==> src/rtl/rv64_branch_pkg.sv <==
// Shared branch-resolution types: funct3 condition codes and the registered result bundle.
package rv64_branch_pkg;

   localparam int unsigned BR_XLEN = 64;

   localparam logic [2:0] F3_BEQ  = 3'b000;
   localparam logic [2:0] F3_BNE  = 3'b001;
   localparam logic [2:0] F3_BLT  = 3'b100;
   localparam logic [2:0] F3_BGE  = 3'b101;
   localparam logic [2:0] F3_BLTU = 3'b110;
   localparam logic [2:0] F3_BGEU = 3'b111;

   typedef struct packed {
      logic               taken;
      logic [BR_XLEN-1:0] target;
      logic [BR_XLEN-1:0] link;
      logic               illegal;
      logic               misaligned;
   } br_result_t;

endpackage

==> src/rtl/branch_cond.sv <==
// Combinational RV64 branch condition: funct3 plus comparator flags -> taken/illegal.
module branch_cond
   import rv64_branch_pkg::*;
(
   input  logic [2:0] funct3,
   input  logic       eq,
   input  logic       ls,
   input  logic       lu,
   output logic       taken,
   output logic       illegal
);

   always_comb begin
      taken   = 1'b0;
      illegal = 1'b0;
      case (funct3)
         F3_BEQ:  taken = eq;
         F3_BNE:  taken = ~eq;
         F3_BLT:  taken = ls;
         F3_BGE:  taken = ~ls;
         F3_BLTU: taken = lu;
         F3_BGEU: taken = ~lu;
         default: illegal = 1'b1;
      endcase
   end

endmodule

==> src/rtl/branch_resolve_unit.sv <==
// Single-entry branch resolve stage: condition, target/link, mispredict redirect, valid/ready.
// Optional build macro BRANCH_STATS_EN adds saturating resolved/mispredict counters.
module branch_resolve_unit
   import rv64_branch_pkg::*;
#(
   parameter int unsigned       XLEN     = BR_XLEN,
   parameter logic [XLEN-1:0]   RESET_PC = '0
) (
   input  logic            clk,
   input  logic            rst_n,
   input  logic            flush,
   input  logic            in_valid,
   output logic            in_ready,
   input  logic            is_branch,
   input  logic            is_jal,
   input  logic            is_jalr,
   input  logic [2:0]      funct3,
   input  logic            eq,
   input  logic            ls,
   input  logic            lu,
   input  logic            pred_taken,
   input  logic [XLEN-1:0] pc,
   input  logic [XLEN-1:0] imm,
   input  logic [XLEN-1:0] rs1,
   output logic            out_valid,
   input  logic            out_ready,
   output logic            taken,
   output logic [XLEN-1:0] target,
   output logic [XLEN-1:0] link,
   output logic            illegal,
   output logic            misaligned,
   output logic            redirect_valid,
   output logic [XLEN-1:0] redirect_pc
`ifdef BRANCH_STATS_EN
   ,
   output logic [31:0]     stat_resolved,
   output logic [31:0]     stat_mispredict
`endif
);

   localparam logic [0:0] ST_EMPTY = 1'b0;
   localparam logic [0:0] ST_FULL  = 1'b1;

   logic            cond_taken, cond_illegal;
   logic            taken_p0, illegal_p0, misaligned_p0, redirect_p0, accept_p0;
   logic [XLEN-1:0] link_p0, pc_sum_p0, jalr_sum_p0, target_p0, next_pc_p0;
   br_result_t      res_p0, res_p1;
   logic [0:0]      state_p1;
   logic            redir_vld_p1;
   logic [XLEN-1:0] redir_pc_p1;

   branch_cond u_cond (
      .funct3  (funct3),
      .eq      (eq),
      .ls      (ls),
      .lu      (lu),
      .taken   (cond_taken),
      .illegal (cond_illegal)
   );

   // p0: resolve direction, target and prediction check from the incoming op
   assign link_p0     = pc + XLEN'(4);
   assign pc_sum_p0   = pc + imm;
   assign jalr_sum_p0 = rs1 + imm;
   assign taken_p0    = is_jal | is_jalr | (is_branch & cond_taken);
   assign illegal_p0  = is_branch & ~is_jal & ~is_jalr & cond_illegal;

   always_comb begin
      target_p0 = link_p0;
      if (taken_p0) begin
         if (is_jalr) target_p0 = {jalr_sum_p0[XLEN-1:1], 1'b0};
         else         target_p0 = pc_sum_p0;
      end
   end

   assign misaligned_p0 = taken_p0 & (|target_p0[1:0]);
   // A misaligned target traps, so the trap path redirects instead of us.
   assign redirect_p0   = (taken_p0 ^ pred_taken) & ~misaligned_p0;
   assign next_pc_p0    = taken_p0 ? target_p0 : link_p0;

   assign res_p0 = '{taken: taken_p0, target: target_p0, link: link_p0,
                     illegal: illegal_p0, misaligned: misaligned_p0};

   assign out_valid = (state_p1 == ST_FULL);
   assign in_ready  = ~out_valid | out_ready;
   assign accept_p0 = in_valid & in_ready & ~flush;

   // p1: result register; redirect pulses only on the load cycle
   always_ff @(posedge clk or negedge rst_n) begin
      if (!rst_n) begin
         state_p1     <= ST_EMPTY;
         res_p1       <= '0;
         redir_vld_p1 <= 1'b0;
         redir_pc_p1  <= RESET_PC;
      end else if (flush) begin
         state_p1     <= ST_EMPTY;
         redir_vld_p1 <= 1'b0;
      end else if (accept_p0) begin
         state_p1     <= ST_FULL;
         res_p1       <= res_p0;
         redir_vld_p1 <= redirect_p0;
         redir_pc_p1  <= next_pc_p0;
      end else begin
         redir_vld_p1 <= 1'b0;
         if (out_ready) state_p1 <= ST_EMPTY;
      end
   end

   assign taken          = res_p1.taken;
   assign target         = res_p1.target;
   assign link           = res_p1.link;
   assign illegal        = res_p1.illegal;
   assign misaligned     = res_p1.misaligned;
   assign redirect_valid = redir_vld_p1;
   assign redirect_pc    = redir_pc_p1;

`ifdef BRANCH_STATS_EN
   function automatic logic [31:0] sat_inc(input logic [31:0] v, input logic en);
      return (en && (v != 32'hFFFF_FFFF)) ? v + 32'd1 : v;
   endfunction

   always_ff @(posedge clk or negedge rst_n) begin
      if (!rst_n) begin
         stat_resolved   <= '0;
         stat_mispredict <= '0;
      end else begin
         stat_resolved   <= sat_inc(stat_resolved, accept_p0);
         stat_mispredict <= sat_inc(stat_mispredict, accept_p0 & redirect_p0);
      end
   end
`endif

endmodule

==> config.mk <==
export PLATFORM = sky130hd
export DESIGN_NAME = branch_resolve_unit
export DESIGN_NICKNAME = d
export VERILOG_FILES = /design/src/rtl/rv64_branch_pkg.sv /design/src/rtl/branch_cond.sv /design/src/rtl/branch_resolve_unit.sv
export SDC_FILE = /design/constraint.sdc
export NUM_CORES = 1
export LEC_CHECK = 0
export BUFFER_PORTS_ARGS = -buffer_cell sky130_fd_sc_hd__buf_4
export CAP_MARGIN = 20
export CORE_MARGIN = 5
export CORE_UTILIZATION = 30
export CTS_CLUSTER_DIAMETER = 40
export DETAILED_ROUTE_END_ITERATION = 8
export SYNTH_ARGS = -nofsm -noshare
export SYNTH_HDL_FRONTEND = slang
export SYNTH_SLANG_ARGS = --single-unit
==> constraint.sdc <==
create_clock -name clk -period 2.05 [get_ports clk]
set_input_delay 0.3075 -clock clk [delete_from_list [all_inputs] [get_ports clk]]
set_output_delay 0.3075 -clock clk [all_outputs]
set_load 0.05 [all_outputs]
* Word level (Yosys, flattened, before mapping)
Index checks and enable logic that the tools add are counted.
Storage, ports and cells: bits in registers 197, input bits 207, output and inout bits 198
Cells by class: multiplexer cells 10, add/sub/neg operators 3, equal/unequal tests 5, reductions and logical operators 5, bitwise gates (word level) 20
Operators with widths (count):
- $mux W64 | 3
- $add A64 B64 Y64 | 2
- $add A64 B3 Y64 const B | 1
- $eq A3 B3 Y1 const B | 4
- $and A1 B1 Y1 | 8
- $not A1 Y1 | 8
- $mux W1 | 6
- $pmux W1 S6 | 1
- $reduce_or A6 Y1 | 1
- $eq A3 B1 Y1 const B | 1
- $logic_not A3 Y1 | 1
- $or A1 B1 Y1 | 3
- $reduce_bool A3 Y1 | 1
- $reduce_and A2 Y1 | 1
- $reduce_or A2 Y1 | 1
- $xor A1 B1 Y1 | 1

* Logic depth before layout (Yosys ltp)
Gate-level depths: netlist (run 1).
depth after elaboration 11, mapped depth 12

* Modules after synthesis
A second synthesis (run 1) with hierarchy kept.
Second synthesis, totals: cells, all modules 2002, area, all modules 14850.5 um^2
Modules (own cells, without submodules):
- branch_resolve_unit | area an instance 14804.2 um^2, cells an instance 1996, times used 1
- branch_cond | area an instance 46.3 um^2, cells an instance 6, times used 1

* Worst setup path after synthesis (run 1)
No wires, ideal clock.
kind input -> register, from in imm[17], to reg res_p1 (netlist bit target[63]), arrival time 2847 ps, slack -927 ps, cell stages on the path 12, required time 1920 ps, cells stage by stage ha_1 > clkbuf_1 > nand2_1 > nor4_1 > o31ai_2 > a31oi_1 > o21a_1 > o21a_1 > mux2_4 > or4_1 > a31oi_1 > o21ai_1
On the way: word-level cells in the longest chain between the ends 3, elaborated cells on any way between the ends 4, those cells by class 2 x add/sub; 2 x mux
RTL lines:
- from (decl) | RTL line branch_resolve_unit.sv:23 | input logic [XLEN-1:0] imm,
- $add A64 B64 Y64, on equally long branches | RTL line branch_resolve_unit.sv:63, branch_resolve_unit.sv:64
- $mux W64 (*) | RTL line branch_resolve_unit.sv:71 | if (is_jalr) target_p0 = {jalr_sum_p0[XLEN-1:1], 1'b0};
- $mux W64 (*) | RTL line branch_resolve_unit.sv:70 | if (taken_p0) begin
- to (signal assigned) | RTL line branch_resolve_unit.sv:100 | res_p1 <= res_p0;
- to (decl) | RTL line branch_resolve_unit.sv:47 | br_result_t res_p0, res_p1;
Mark *: on every way between the ends. The rest lies on a longest branch, timed or not. A chain may end at the register's enable or synchronous reset.

* Worst setup path in the final report (run 1)
from in imm[2], to reg res_p1 (netlist bit target[63])
The elaborated chain is that of the path after synthesis.

==> results of run 1 <==
[what timing repair did]
| item | CTS | global route |
|---|---|---|
| hold buffers | 1 | 0 |
| setup buffers | 57 | 49 |
| gates resized for setup | 360 | 257 |
| endpoints found under the setup margin | 74 | 80 |
| pin swaps | 189 | 189 |
| endpoints found under the hold margin | 23 | 0 |
[worst max-delay path by stage]
stage	end	slack, ns	depth (start not counted)	startpoint
2_1_floorplan	target[63]	-0.71	11	pc[55]
3_3_place_gp	target[63]	-1.42	14	imm[8]
3_5_place_dp	target[63]	-1.41	13	imm[8]
4_1_cts	target[63]	-0.64	13	imm[2]
5_1_grt	target[63]	-0.79	14	imm[2]
6_report	target[63]	-0.68	14	imm[2]
[cell type report]
cell class | count | share of cell area, %
flip-flops and latches | 133 | 11.3
multi-input cells | 1760 | 48.0
repair buffers | 1268 | 35.2
clock buffers | 18 | 1.46
inverters | 46 | 0.594
diodes | 1 | 0.00849
clock inverters | 14 | 0.513
well taps | 680 | 2.89
[metrics by stage]
stage          instance area, um^2  total power, uW
2_1_floorplan                16400             9780
3_3_place_gp                 25400            14300
3_5_place_dp                 25400            14300
4_1_cts                      28000            18200
5_1_grt                      29500            19500
6_report                     29500            18800
[state kept, by name (all words and copies together), names as in the netlist]
name,flops
redirect_valid,1
illegal,1
target,5
misaligned,1
out_valid,1
link,64
redirect_pc,59
taken,1
[cell usage in the layout (no fill, tap or decap), types with 43 or more instances in the layout]
master,n
xor2_1,52
a21oi_1,146
o21ai_0,116
buf_4,1104
nand2_1,274
a21o_1,55
ha_4,45
a21oi_2,45
xnor2_1,62
nand4_1,60
dfrtp_1,132
inv_1,43
buf_6,124
o21ai_1,51
nor2_1,165
ha_1,80
[power groups by stage]
stage / Sequential, uW / Clock, uW / Combinational, uW
2_1_floorplan: 5180 / 0 / 4600
6_report: 3670 / 3190 / 11900
4_1_cts: 3660 / 3220 / 11400
3_5_place_dp: 3710 / 0 / 10600
3_3_place_gp: 3690 / 0 / 10600
5_1_grt: 3720 / 3340 / 12500
[layer usage]
layer	part of all wire (%)	routed length [um]	GRT usage, %	up-vias
met1	45	38900	40.4	10100
met3	5.8	4980	3.24	126
met2	46	39600	45.8	764
li1	-	-	-	9820
met5	0.014	12	0	-
met4	2.9	2480	8.22	2
[logic make-up (layout without fill, tap and decap cells)]
logic type / after synthesis / in the layout / share of synthesized area [%]
adders and majority gates: 128 / 128 / 10.4
xor gates and xnor gates: 158 / 158 / 8.95
buffers and inverters: 221 / 1346 / 7.06
other: 0 / 1 / 0
AOI/OAI and AO/OA: 718 / 718 / 28.8
muxes: 19 / 19 / 1.27
DFF: 133 / 133 / 21.4
and+or+nand+nor: 737 / 737 / 22.1
==> impl_metrics.yaml, run 1 <==
power:
  seqPwrFrac_pct: 19.6
  pwr-share-clk_pct: 17.0
  power.density_nw_per_um2: 636
  intPower_uw: 9730
  vdd_drop_max_v: 0.000576
  p_leak_uw: 0.0136
  pwr-share-comb_pct: 63.4
  switchingPower_uw: 9030
  switching_share_pct: 48.1
detailed_routing:
  via_per_inst: 5.31
  antenna_left: 0
  wl_per_cell_um: 22.0
  num_vias: 20800
  dr.pass1.iters: 5
  routed_wirelength_mm: 86.1
  drtIter0Drc: 1706
  drc: 0
synth:
  synth_common_cells: "294 x nand2_1, 208 x a21oi_1, 189 x o21ai_0"
  avgSynthCellArea_um2: 7.35
  ys_ff_latch: 133
  yosysTopAreaCellShare_pct: 21.4
  synth_most_common_cell: "nand2_1"
  seq_area_frac_synth_pct: 21.4
  syn_nets: 2449
  synth_area_leaders: "dfrtp_1 21%, ha_1 10%, nand2_1 7.1%"
  netlist_instances: 2114
  yosys_warnings: 0
  synth_area_um2: 15500
  yosysUniqueCellTypes: 87
  synth_flop_cell: "dfrtp_1"
  yosys.area.top_type: "dfrtp_1"
  synth_edf_count: 0
  async_flop_share_pct: 100
timing:
  hold_viol: 0
  fin_setup_tns_ns: -25.65
  grt_setup_unrepaired: "true"
  maxSlewViolCount: 0
  finalSetupViolCount: 67
  slew_headroom_pct: 35.0
  post-route-period-util_pct: 133
  clock-skew-final_ns: 0.00925
  max_freq_ghz: 0.366
  tightestPinTransition_ns: 0.951
  hold_slack_ns: 0.0320
  fin_ws_ns: -0.680
  finalCriticalPeriod_ns: 2.73
setup_path:
  cp.required_ns: 2.38
  worstPathMaxFanout: 3
  critPathSlowestCell: "or4_1"
  r2r_start: "out_valid"
  critPathArrivalTime_ns: 3.06
  start_kind: "primary input"
  path_cells: "buf_8 > ha_4 > nand4_1 > a211oi_4 > buf_6 > o31ai_4 > a31oi_1 > buf_4 > o21a_4 > o21a_4 > mux2_4 > or4_1 > a31oi_1 > o21ai_1"
  critPathBufInv: 3
  crit_family: "compound AO/OA/AOI/OAI gates"
  r2r_cells: 8
  end_kind: "register"
  setup.worst_path.class: "in2reg"
  reg2reg_to: "redirect_pc[44]"
  slowest_delay_ns: 0.46
  reg2reg_slack_ns: -0.07
floorplan:
  die-area_um2: 56500
  core-area_um2: 51300
  dieWidth_um: 238
  row_count: 83
  fp.dieH_um: 238
  initial_core_util_pct: 30.3
  io_pins: 405
clock_network:
  numCtsBuffers: 17
  insertion_delay_ns: 0.44
  cts_buffer_depth: 2
  path_clk_slew_ns: 0.07
  htreeDepth: 4
  cts_tree: "built"
  clock_sinks: 133
  clockRootBuffer: "clkbuf_16"
placed_design:
  post-place-ws_ns: -1.41
  hpwl_mm: 70.8
  place_congestion: 0.980
  dp.cells: 3814
  io_buffer_count: 404
global_route:
  grt_max_degree: 58
  grt_pass1_wl_mm: 125
  grt_use_total_pct: 28.5
  antenna_found_initial: 2
  grt.overflow.total: 0
  grt_pass1_vias: 20500
min_path:
  min_to: "out_valid"
  min_path_cells: 2
  worstHoldPathType: "in2reg"
  hold_start: "flush"
finish:
  area_growth_pct: 89.7
  layout.cells.non_filler: 3920
  fill_cells: 4684
  multiInputGateArea_um2: 14200
  final-seq-area_um2: 3330
  final_util_pct: 57.5
  drive_gt1_share_pct: 52.5
  nNetsFinal: 3561
outcome:
  violations: "negative setup slack"
  status: "complete, but fails checks"
run:
  cap_viol_max_count: 0
No activity file was read; power rests on OpenSTA's default activity.
==> inputs of run 2 (changes only) <==
CORE_ASPECT_RATIO = 1.5   (was not set)
CTS_BUF_LIST = sky130_fd_sc_hd__clkbuf_4   (was not set)
==> run 2 against run 1 <==
- clock skew up 0.016 ns
- clock power down 34%
- setup slack better by 0.18 ns
- sequential power about the same
- via count down 0.54%
- the flow still finishes with violations (negative setup slack)
- largest power group unchanged
- critical path type unchanged
- power down 6.9%
- register-to-register slack better by 0.11 ns
- first-iteration DRC count down 34%
==> impl_metrics.yaml, run 2 (synthesized netlist as in run 1, its figures left out) <==
placed_design:
  io_buffer_count: 404
  dp.cells: 3792
  hpwl_mm: 74.5
  placed_area_um2: 25200
  post-place-ws_ns: -1.32
  place_congestion: 1.01
floorplan:
  fp.dieH_um: 289
  row_count: 102
  core-area_um2: 51400
  dieWidth_um: 196
  die-area_um2: 56500
  io_pins: 405
  initial_core_util_pct: 30.2
timing:
  max_freq_ghz: 0.393
  hold_viol: 0
  post-route-period-util_pct: 124
  slew_headroom_pct: 61.3
  grt_setup_unrepaired: "true"
  maxSlewViolCount: 0
  hold_slack_ns: 0.0880
  tightestPinTransition_ns: 0.580
  clock-skew-final_ns: 0.0250
  finalCriticalPeriod_ns: 2.55
  finalSetupViolCount: 50
  fin_ws_ns: -0.497
finish:
  largest_reg_flops: 64
  final_util_pct: 55.2
  mostFrequentLayoutCells: "1136 x buf_4, 277 x nand2_1, 163 x nor2_1"
  area_growth_pct: 82.7
  layout_commonest_cell: "buf_4"
  nNetsFinal: 3550
  final_cell_area_um2: 28400
  layout.cells.non_filler: 3906
  drive_gt1_share_pct: 50.5
min_path:
  worstHoldPathType: "in2reg"
outcome:
  status: "complete, but fails checks"
  violations: "negative setup slack"
power:
  vdd_drop_max_v: 0.000545
  p_leak_uw: 0.0132
  power.density_nw_per_um2: 615
detailed_routing:
  wl_per_cell_um: 22.7
  num_vias: 20700
  drtIter0Drc: 1131
  drc: 0
  via_per_inst: 5.30
  routed_wirelength_mm: 88.8
  dr.pass1.iters: 5
  antenna_left: 0
global_route:
  grt.overflow.total: 0
  grt_pass1_vias: 21500
  grt_use_total_pct: 29.9
  grt_pass1_wl_mm: 128
  grt_max_degree: 59
  antenna_found_initial: 2
setup_path:
  cp.required_ns: 2.58
  worstPathMaxFanout: 4
  setup.worst_path.class: "in2reg"
  end_kind: "register"
  start_kind: "primary input"
  critPathArrivalTime_ns: 3.08
clock_network:
  clock_sinks: 133
  numCtsBuffers: 17
  clockRootBuffer: "clkbuf_4"
  insertion_delay_ns: 0.65
  cts_buffer_depth: 2
  htreeDepth: 4
  cts_tree: "built"
  path_clk_slew_ns: 0.15
run:
  cap_viol_max_count: 0
==> run 2: cell count changes in the layout (fill, tap and decap cells not counted), moves of 11 or more <==
cell / before / now
clkbuf_16: 17 / 0
buf_4: 1104 / 1136
buf_8: 19 / 8
o21ai_0: 116 / 140
clkbuf_4: 0 / 17
nand3_1: 32 / 44
o21ai_1: 51 / 37
buf_6: 124 / 87
a21oi_1: 146 / 158
==> run 2: repair_timing <==
item                                    in CTS  in global routing
gates resized for setup                    291                158
hold endpoints to repair                    83                  0
pin swaps                                  149                157
hold buffers                                10                  0
setup buffers                               58                 42
endpoints found under the setup margin      47                 55
==> run 2: stage by stage <==
step                TNS (ns)  total power [uW]
finish                -14.59             17500
global route          -15.23             18200
CTS                   -11.23             17100
detailed placement    -71.24             14300
global placement      -69.47             14200
floorplan             -16.64              9780
==> run 2: final cells by class <==
cell class                 count  area, um^2
fill                        4815       23000
antenna                        2        5.00
tap                          676         846
inverter                      46         173
clock inverter                15         185
timing repair buffer        1257       10000
clock buffer                  17         128
multi-input combinational   1760       13700
sequential                   133        3330
==> run 2: final timing paths <==
| check | start | endpoint | slack [ns] | depth (start not counted) |
|---|---|---|---|---|
| max | imm[10] | redirect_pc[60] | -0.50 | 15 |
| min in group asynchronous | rst_n | redirect_valid | 0.16 | 2 |
| max in group asynchronous | rst_n | redirect_pc[35] | 1.23 | 3 |
| min reg2reg | link[57] | link[57] | 0.49 | 2 |
| min | pc[1] | link[1] | 0.09 | 5 |
| max reg2reg | out_valid | target[62] | 0.04 | 8 |
==> run 2: worst max-delay path, stage by stage <==
cell,delay [ns]
buf_8,0.10
buf_6,0.12
ha_4,0.25
buf_6,0.12
nand4_1,0.15
nor2_1,0.07
or4_4,0.56
o21ai_4,0.25
a21oi_4,0.09
nor2_2,0.12
buf_6,0.12
o211ai_1,0.16
xnor2_1,0.35
a221oi_2,0.10
a22o_1,0.21
==> run 2: power breakdown <==
part / total, uW / switching [uW] / internal (uW)
sequential: 3670 / 571 / 3100
combinational: 11700 / 6990 / 4700
clock: 2110 / 1330 / 782
==> run 2: per-layer routing <==
| layer | track usage [%] | wire [um] | vias up |
|---|---|---|---|
| met3 | 3.26 | 3720 | 254 |
| met1 | 30.4 | 30900 | 9843 |
| met4 | 23.2 | 8350 | 0 |
| met2 | 55.4 | 45800 | 764 |
| li1 | - | - | 9838 |
| met5 | 0 | 0 | - |
